<file path="src/rtl/spi_logic_slave.sv">
// ============================================================================
// Module      : spi_logic_slave
// Description : Mode-0 SPI responder, MSB first, 8/16/24/32-bit frames,
//               with all pins oversampled in the clk_cpu domain.
// Revision    : 1.0 - initial release
// ============================================================================
`default_nettype none

module spi_logic_slave #(
  parameter int SYNC_STAGES = 2,
  parameter int DATA_WIDTH  = 32
) (
  input  logic                  clk_cpu,
  input  logic                  rst,
  input  logic [DATA_WIDTH-1:0] SPI_DATA_OUT,
  output logic [DATA_WIDTH-1:0] SPI_DATA_IN,
  input  logic [3:0]            SPI_CTRL,
  input  logic                  SCK,
  input  logic                  SS,
  input  logic                  MOSI,
  output logic                  MISO,
  output logic                  MISO_OE,
  output logic                  BUSY,
  output logic                  OVERRUN,
  output logic                  IRQ_SPI
);

  localparam logic [5:0]            c_dw   = 6'(DATA_WIDTH);
  localparam logic [DATA_WIDTH-1:0] c_ones = {DATA_WIDTH{1'b1}};

  typedef enum logic [1:0] {
    S_IDLE    = 2'd0,
    S_ACTIVE  = 2'd1,
    S_WAIT_SS = 2'd2
  } state_t;

  // Synchronizers; MOSI taps the same depth as SCK so it is sampled delay-matched.
  logic [SYNC_STAGES-1:0] r_sck_sync;
  logic [SYNC_STAGES-1:0] r_ss_sync;
  logic [SYNC_STAGES-1:0] r_mosi_sync;
  logic                   r_sck_d;
  logic                   r_ss_d;

  logic w_sck_s, w_ss_s, w_mosi_s;
  logic w_rise, w_fall, w_ss_fall, w_ss_rise;

  state_t                r_state, w_state_nxt;
  logic [1:0]            r_len, w_len_nxt;
  logic [DATA_WIDTH-1:0] r_tx, w_tx_nxt;
  logic [DATA_WIDTH-1:0] r_rx, w_rx_nxt;
  logic [5:0]            r_cnt, w_cnt_nxt;
  logic                  r_oe, w_oe_nxt;
  logic                  r_busy, w_busy_nxt;
  logic                  r_irq, w_irq_nxt;
  logic                  r_ovr, w_ovr_nxt;
  logic [DATA_WIDTH-1:0] r_data_in, w_data_in_nxt;

  logic                  w_complete;
  logic [5:0]            w_nbits;
  logic [5:0]            w_new_nbits;
  logic [DATA_WIDTH-1:0] w_dout_lj;
  logic [DATA_WIDTH-1:0] w_mask;

  function automatic logic [5:0] len_to_bits(input logic [1:0] len);
    logic [5:0] bits;
    case (len)
      2'b00:   bits = 6'd8;
      2'b01:   bits = 6'd16;
      2'b10:   bits = 6'd24;
      default: bits = 6'd32;
    endcase
    return bits;
  endfunction

  always_ff @(posedge clk_cpu or negedge rst) begin
    if (!rst) begin
      r_sck_sync  <= '0;
      r_ss_sync   <= '1;
      r_mosi_sync <= '0;
      r_sck_d     <= 1'b0;
      r_ss_d      <= 1'b1;
    end else begin
      r_sck_sync  <= {r_sck_sync[SYNC_STAGES-2:0], SCK};
      r_ss_sync   <= {r_ss_sync[SYNC_STAGES-2:0], SS};
      r_mosi_sync <= {r_mosi_sync[SYNC_STAGES-2:0], MOSI};
      r_sck_d     <= w_sck_s;
      r_ss_d      <= w_ss_s;
    end
  end

  assign w_sck_s   = r_sck_sync[SYNC_STAGES-1];
  assign w_ss_s    = r_ss_sync[SYNC_STAGES-1];
  assign w_mosi_s  = r_mosi_sync[SYNC_STAGES-1];
  assign w_rise    =  w_sck_s & ~r_sck_d;
  assign w_fall    = ~w_sck_s &  r_sck_d;
  assign w_ss_fall = ~w_ss_s  &  r_ss_d;
  assign w_ss_rise =  w_ss_s  & ~r_ss_d;

  assign w_nbits     = len_to_bits(r_len);
  assign w_new_nbits = len_to_bits(SPI_CTRL[2:1]);
  // Transmit word is parked MSB-aligned so MISO always comes from the top bit.
  assign w_dout_lj   = SPI_DATA_OUT << (c_dw - w_new_nbits);
  assign w_mask      = c_ones >> (c_dw - w_nbits);

  always_comb begin
    w_state_nxt   = r_state;
    w_len_nxt     = r_len;
    w_tx_nxt      = r_tx;
    w_rx_nxt      = r_rx;
    w_cnt_nxt     = r_cnt;
    w_oe_nxt      = r_oe;
    w_busy_nxt    = r_busy;
    w_irq_nxt     = r_irq;
    w_ovr_nxt     = r_ovr;
    w_data_in_nxt = r_data_in;
    w_complete    = 1'b0;

    case (r_state)
      S_IDLE: begin
        if (w_ss_fall && SPI_CTRL[0]) begin
          w_len_nxt   = SPI_CTRL[2:1];
          w_tx_nxt    = w_dout_lj;
          w_rx_nxt    = '0;
          w_cnt_nxt   = 6'd0;
          w_oe_nxt    = 1'b1;
          w_busy_nxt  = 1'b1;
          w_state_nxt = S_ACTIVE;
        end
      end

      S_ACTIVE: begin
        if (r_cnt == w_nbits) begin
          w_complete  = 1'b1;
          w_tx_nxt    = '0;
          w_state_nxt = S_WAIT_SS;
          if (w_ss_rise) begin
            w_oe_nxt    = 1'b0;
            w_busy_nxt  = 1'b0;
            w_state_nxt = S_IDLE;
          end
        end else if (w_ss_rise) begin
          // Abort: the partial word is dropped, SPI_DATA_IN and IRQ untouched.
          w_rx_nxt    = '0;
          w_tx_nxt    = '0;
          w_oe_nxt    = 1'b0;
          w_busy_nxt  = 1'b0;
          w_state_nxt = S_IDLE;
        end else if (w_rise) begin
          w_rx_nxt  = {r_rx[DATA_WIDTH-2:0], w_mosi_s};
          w_cnt_nxt = r_cnt + 6'd1;
        end else if (w_fall && (r_cnt < w_nbits)) begin
          w_tx_nxt = r_tx << 1;
        end
      end

      S_WAIT_SS: begin
        w_tx_nxt = '0;
        if (w_ss_rise) begin
          w_oe_nxt    = 1'b0;
          w_busy_nxt  = 1'b0;
          w_state_nxt = S_IDLE;
        end
      end

      default: begin
        w_tx_nxt    = '0;
        w_oe_nxt    = 1'b0;
        w_busy_nxt  = 1'b0;
        w_state_nxt = S_IDLE;
      end
    endcase

    // Completion beats a coincident ack; the ack still clears the old overrun.
    if (w_complete) begin
      w_data_in_nxt = r_rx & w_mask;
      w_irq_nxt     = 1'b1;
      w_ovr_nxt     = SPI_CTRL[3] ? 1'b0 : (r_ovr | r_irq);
    end else if (SPI_CTRL[3]) begin
      w_irq_nxt = 1'b0;
      w_ovr_nxt = 1'b0;
    end
  end

  always_ff @(posedge clk_cpu or negedge rst) begin
    if (!rst) begin
      r_state   <= S_IDLE;
      r_len     <= 2'b00;
      r_tx      <= '0;
      r_rx      <= '0;
      r_cnt     <= 6'd0;
      r_oe      <= 1'b0;
      r_busy    <= 1'b0;
      r_irq     <= 1'b0;
      r_ovr     <= 1'b0;
      r_data_in <= '0;
    end else begin
      r_state   <= w_state_nxt;
      r_len     <= w_len_nxt;
      r_tx      <= w_tx_nxt;
      r_rx      <= w_rx_nxt;
      r_cnt     <= w_cnt_nxt;
      r_oe      <= w_oe_nxt;
      r_busy    <= w_busy_nxt;
      r_irq     <= w_irq_nxt;
      r_ovr     <= w_ovr_nxt;
      r_data_in <= w_data_in_nxt;
    end
  end

  assign MISO        = r_tx[DATA_WIDTH-1] & r_oe;
  assign MISO_OE     = r_oe;
  assign BUSY        = r_busy;
  assign OVERRUN     = r_ovr;
  assign IRQ_SPI     = r_irq;
  assign SPI_DATA_IN = r_data_in;

endmodule

`default_nettype wire

</file>
<file path="config.mk">
export PLATFORM = sky130hd
export DESIGN_NAME = spi_logic_slave
export DESIGN_NICKNAME = d
export VERILOG_FILES = /design/src/rtl/spi_logic_slave.sv
export SDC_FILE = /design/constraint.sdc
export NUM_CORES = 1
export LEC_CHECK = 0
export ABC_AREA = 1
export BUFFER_PORTS_ARGS = -buffer_cell sky130_fd_sc_hd__buf_2
export CORE_ASPECT_RATIO = 1.75
export CORE_MARGIN = 3
export CORE_UTILIZATION = 52
export CTS_CLUSTER_DIAMETER = 150
export DETAILED_ROUTE_END_ITERATION = 6
export PLACE_DENSITY_LB_ADDON = 0.15
export SETUP_SLACK_MARGIN = 0.4
export SLEW_MARGIN = 10
export SYNTH_ARGS = -nofsm -noshare
export SYNTH_HDL_FRONTEND = slang
export SYNTH_SLANG_ARGS = --single-unit
</file>
<file path="constraint.sdc">
create_clock -name clk_cpu -period 1.9 [get_ports clk_cpu]
set_input_delay 0.38 -clock clk_cpu [delete_from_list [all_inputs] [get_ports clk_cpu]]
set_output_delay 0.38 -clock clk_cpu [all_outputs]
set_load 0.02 [all_outputs]
</file>
==> reports/metrics.yaml <==
worstPathCellList: "inv_2 -> ha_4 -> inv_2 -> ha_4 -> nand2_2 -> nor2_4 -> nand3_2 -> o21ai_4 -> nor2_8 -> buf_4 -> buf_16 -> nand2_1 -> o21ai_1"
synthXorXnorAreaFrac_pct: 0.291
total_power_w: 0.0135
fin_crit_sh_pct: 108
grt_overflow_total: 0
cts_max_path_buffers: 2
tns_ns: -9.31
antennaDiodeCount: 0
clk_latency_ns: 0.42
rsz0062_at_grt: "true"
synth.mux.area_fraction_pct: 0
critPathLaunchType: "flop"
maxSlewHeadroom_pct: 57.0
fp-row-count: 51
setup_slack_ns: -0.149
synth_top_area_cell: "dfrtp_1"
nNetsFinal: 973
critPathMaxFanout: 8
htreeDepth: 4
seq_area_frac_synth_pct: 48.8
ys_warn_count: 0
clkSlewWorstSetupHoldPaths_ns: 0.06
cp_data_required_time_ns: 2.20
powerDensity_nw_per_um2: 1690
drc: 0
ys_top_cells_by_area: "dfrtp_1, nand2_1, nor2_1"
max-cap-violations: 0
utilization_pct: 71.0
yosysTopAreaCellShare_pct: 47.5
grt_pass1_wl_um: 27000
worstSetupEndpointType: "flop"
post-dp-hpwl_um: 10400
p_leak_nw: 4.22
cts_root_buffer: "clkbuf_16"
hold_viol_final: 0
crit_path_top_delay_cell: "dfrtp_1"
setup_viol_count_final: 96
first_pass_iters: 4
synth_common_cells: "nand2_1, dfrtp_1, nor2_1"
port_buffers: 77
max_freq_ghz: 0.488
drive_above_1_share_pct: 24.9
clock_skew_ns: 0.00767
initialDrtViolationCount: 269
syn_inst: 799
hold_class: "in -> reg"
violations: "setup timing"
via_per_inst: 5.26
slew_violations: 0
routed_wl_um: 17200
avgSynthCellArea_um2: 7.52
vias: 5591
ir_drop_uv: 1170
yosysMostFrequentCell: "nand2_1"
wl_per_cell_um: 16.2
path_buf_inv: 4
path_delay_family: "adder cells"
ant_nets: 0
final_cells: 1062
cts_tree: "yes"
status: "finished, violations left"
grt_max_degree: 35
synthAdderAreaFrac_pct: 3.12
worstMarginPinSlew_ns: 0.644
synthDistinctLibCells: 34
synthToLayoutAreaGrowth_pct: 32.7
syn_nets: 855
ys_ff_latch: 117
fp.dieW_um: 87.3
crit_arrival_ns: 2.35
coreArea_um2: 11200
cts.sinks: 117
synthArstFlopShare_pct: 100
ys.flop_type: "dfrtp_1"
period_needed_ns: 2.05
yosys.area_share.simple_pct: 31.3
dieArea_um2: 12900
start_util_pct: 53.5
antenna_found_initial: 0
placed_cell_area_um2: 6730
ios: 78
place_congestion: 0.878
cts_buffers: 17
die_h_um: 148
placedCellCount: 1002
synth_compound_area_share_pct: 8.06
synth_edf_count: 0
synth_top_family_by_area: "simple AND/OR/NAND/NOR gates"
grtUsageTotal_pct: 26.6
critPathKind: "reg -> reg"
grt_pass1_vias: 5690
syn-cell-area_um2: 6010
fin_area_um2: 7970
cp_slowest_stage_delay_ns: 0.38
[sequential cells by signal, indices dropped and copies added (netlist names)]
| register | cells |
|---|---|
| r_sck_sync | 2 |
| r_mosi_sync | 2 |
| OVERRUN | 1 |
| r_ss_sync | 2 |
| r_state | 2 |
| IRQ_SPI | 1 |
| r_rx | 32 |
| r_sck_d | 1 |
| r_ss_d | 1 |
| r_len | 2 |
| SPI_DATA_IN | 32 |
| r_cnt | 6 |
| r_tx | 32 |
| BUSY | 1 |
[path summary, 6_finish.rpt]
path                                from            end  slack (ns)  cells after the start
setup / recovery                r_len[1]        r_rx[2]       -0.15                     13
hold / removal                        SS   r_ss_sync[0]        0.06                      1
setup reg to reg                r_len[1]        r_rx[2]       -0.15                     13
hold reg to reg            r_sck_sync[0]  r_sck_sync[1]        0.35                      0
max in group asynchronous            rst        r_tx[4]        0.89                      3
min in group asynchronous            rst       r_rx[16]        0.47                      2
[layout by cell type, fill, tap and decap left out, types with 2 or more instances in the layout]
master and n:
inv_6 5, o21ai_4 2, nor2_2 3, buf_16 7, dfstp_2 3, nand2_4 3, clkbuf_16 22, nand2_1 325
o31ai_1 2, o21ai_2 5, clkinv_4 3, buf_4 31, bufinv_16 2, ha_4 4, o31ai_2 14, a21oi_1 4
nor2_1 83, o21ai_0 20, inv_2 7, buf_2 76, nand2_2 11, dfrtp_1 114, o21ai_1 32, nand3_1 34
buf_12 9, nor3b_1 2, nor2_4 5, inv_8 2, inv_1 66, clkinvlp_4 3, buf_6 8, ha_1 10
[what timing repair did]
item	CTS	global route
gates resized for setup	39	24
hold buffers	1	0
hold endpoints to repair	27	0
gates cloned	6	6
setup endpoints to repair	109	109
pin swaps	1	3
setup buffers	10	5
[per-stage QoR]
stage                     worst slack [ns]  hold WS [ns]
after floorplan                    -0.0114        0.0844
after global placement              -0.136         0.336
after detailed placement            -0.197         0.339
after CTS                           -0.120        0.0472
after global routing                -0.250        0.0491
final                               -0.149        0.0596
[report_power, final]
part,internal (W),switching [W]
combinational,0.00299,0.00395
sequential,0.00301,0.000316
clock,0.00196,0.00127
total,0.00797,0.00554
[worst reg2reg max path: stages, from the launching register on]
cell and delay (ns):
dfrtp_1 0.38, inv_2 0.06, ha_4 0.26, inv_2 0.04, ha_4 0.25, nand2_2 0.07
nor2_4 0.12, nand3_2 0.11, o21ai_4 0.13, nor2_8 0.08, buf_4 0.15, buf_16 0.14
nand2_1 0.06, o21ai_1 0.07
[layer usage]
metal  share of wire [%]  track usage (%)  wire, um  vias to the layer above
li1                    -                -         -                     2717
met1                  35             27.5      6020                     2660
met2                  57             49.9      9860                      167
met3                 3.9             5.21       674                       47
met4                 3.7             12.1       631                        0
met5                   0                0         0                        -
[cell families after synthesis]
| logic type | count (synthesis) |
|---|---|
| AND/OR/NAND/NOR | 470 |
| flip-flops | 117 |
| adder cells (fa/ha/maj) | 15 |
| AO/OA/AOI/OAI | 83 |
| XOR/XNOR | 2 |
| buffers and inverters | 112 |
[final cells by class]
| class | instances | area (um^2) |
|---|---|---|
| well taps | 132 | 165 |
| fillers | 865 | 3260 |
| clock buffers | 17 | 425 |
| inverters | 74 | 285 |
| flip-flops and latches | 117 | 2930 |
| clock inverters | 15 | 169 |
| multi-input cells | 570 | 2790 |
| repair buffers | 137 | 1210 |
(Power assumes the default switching activity.)
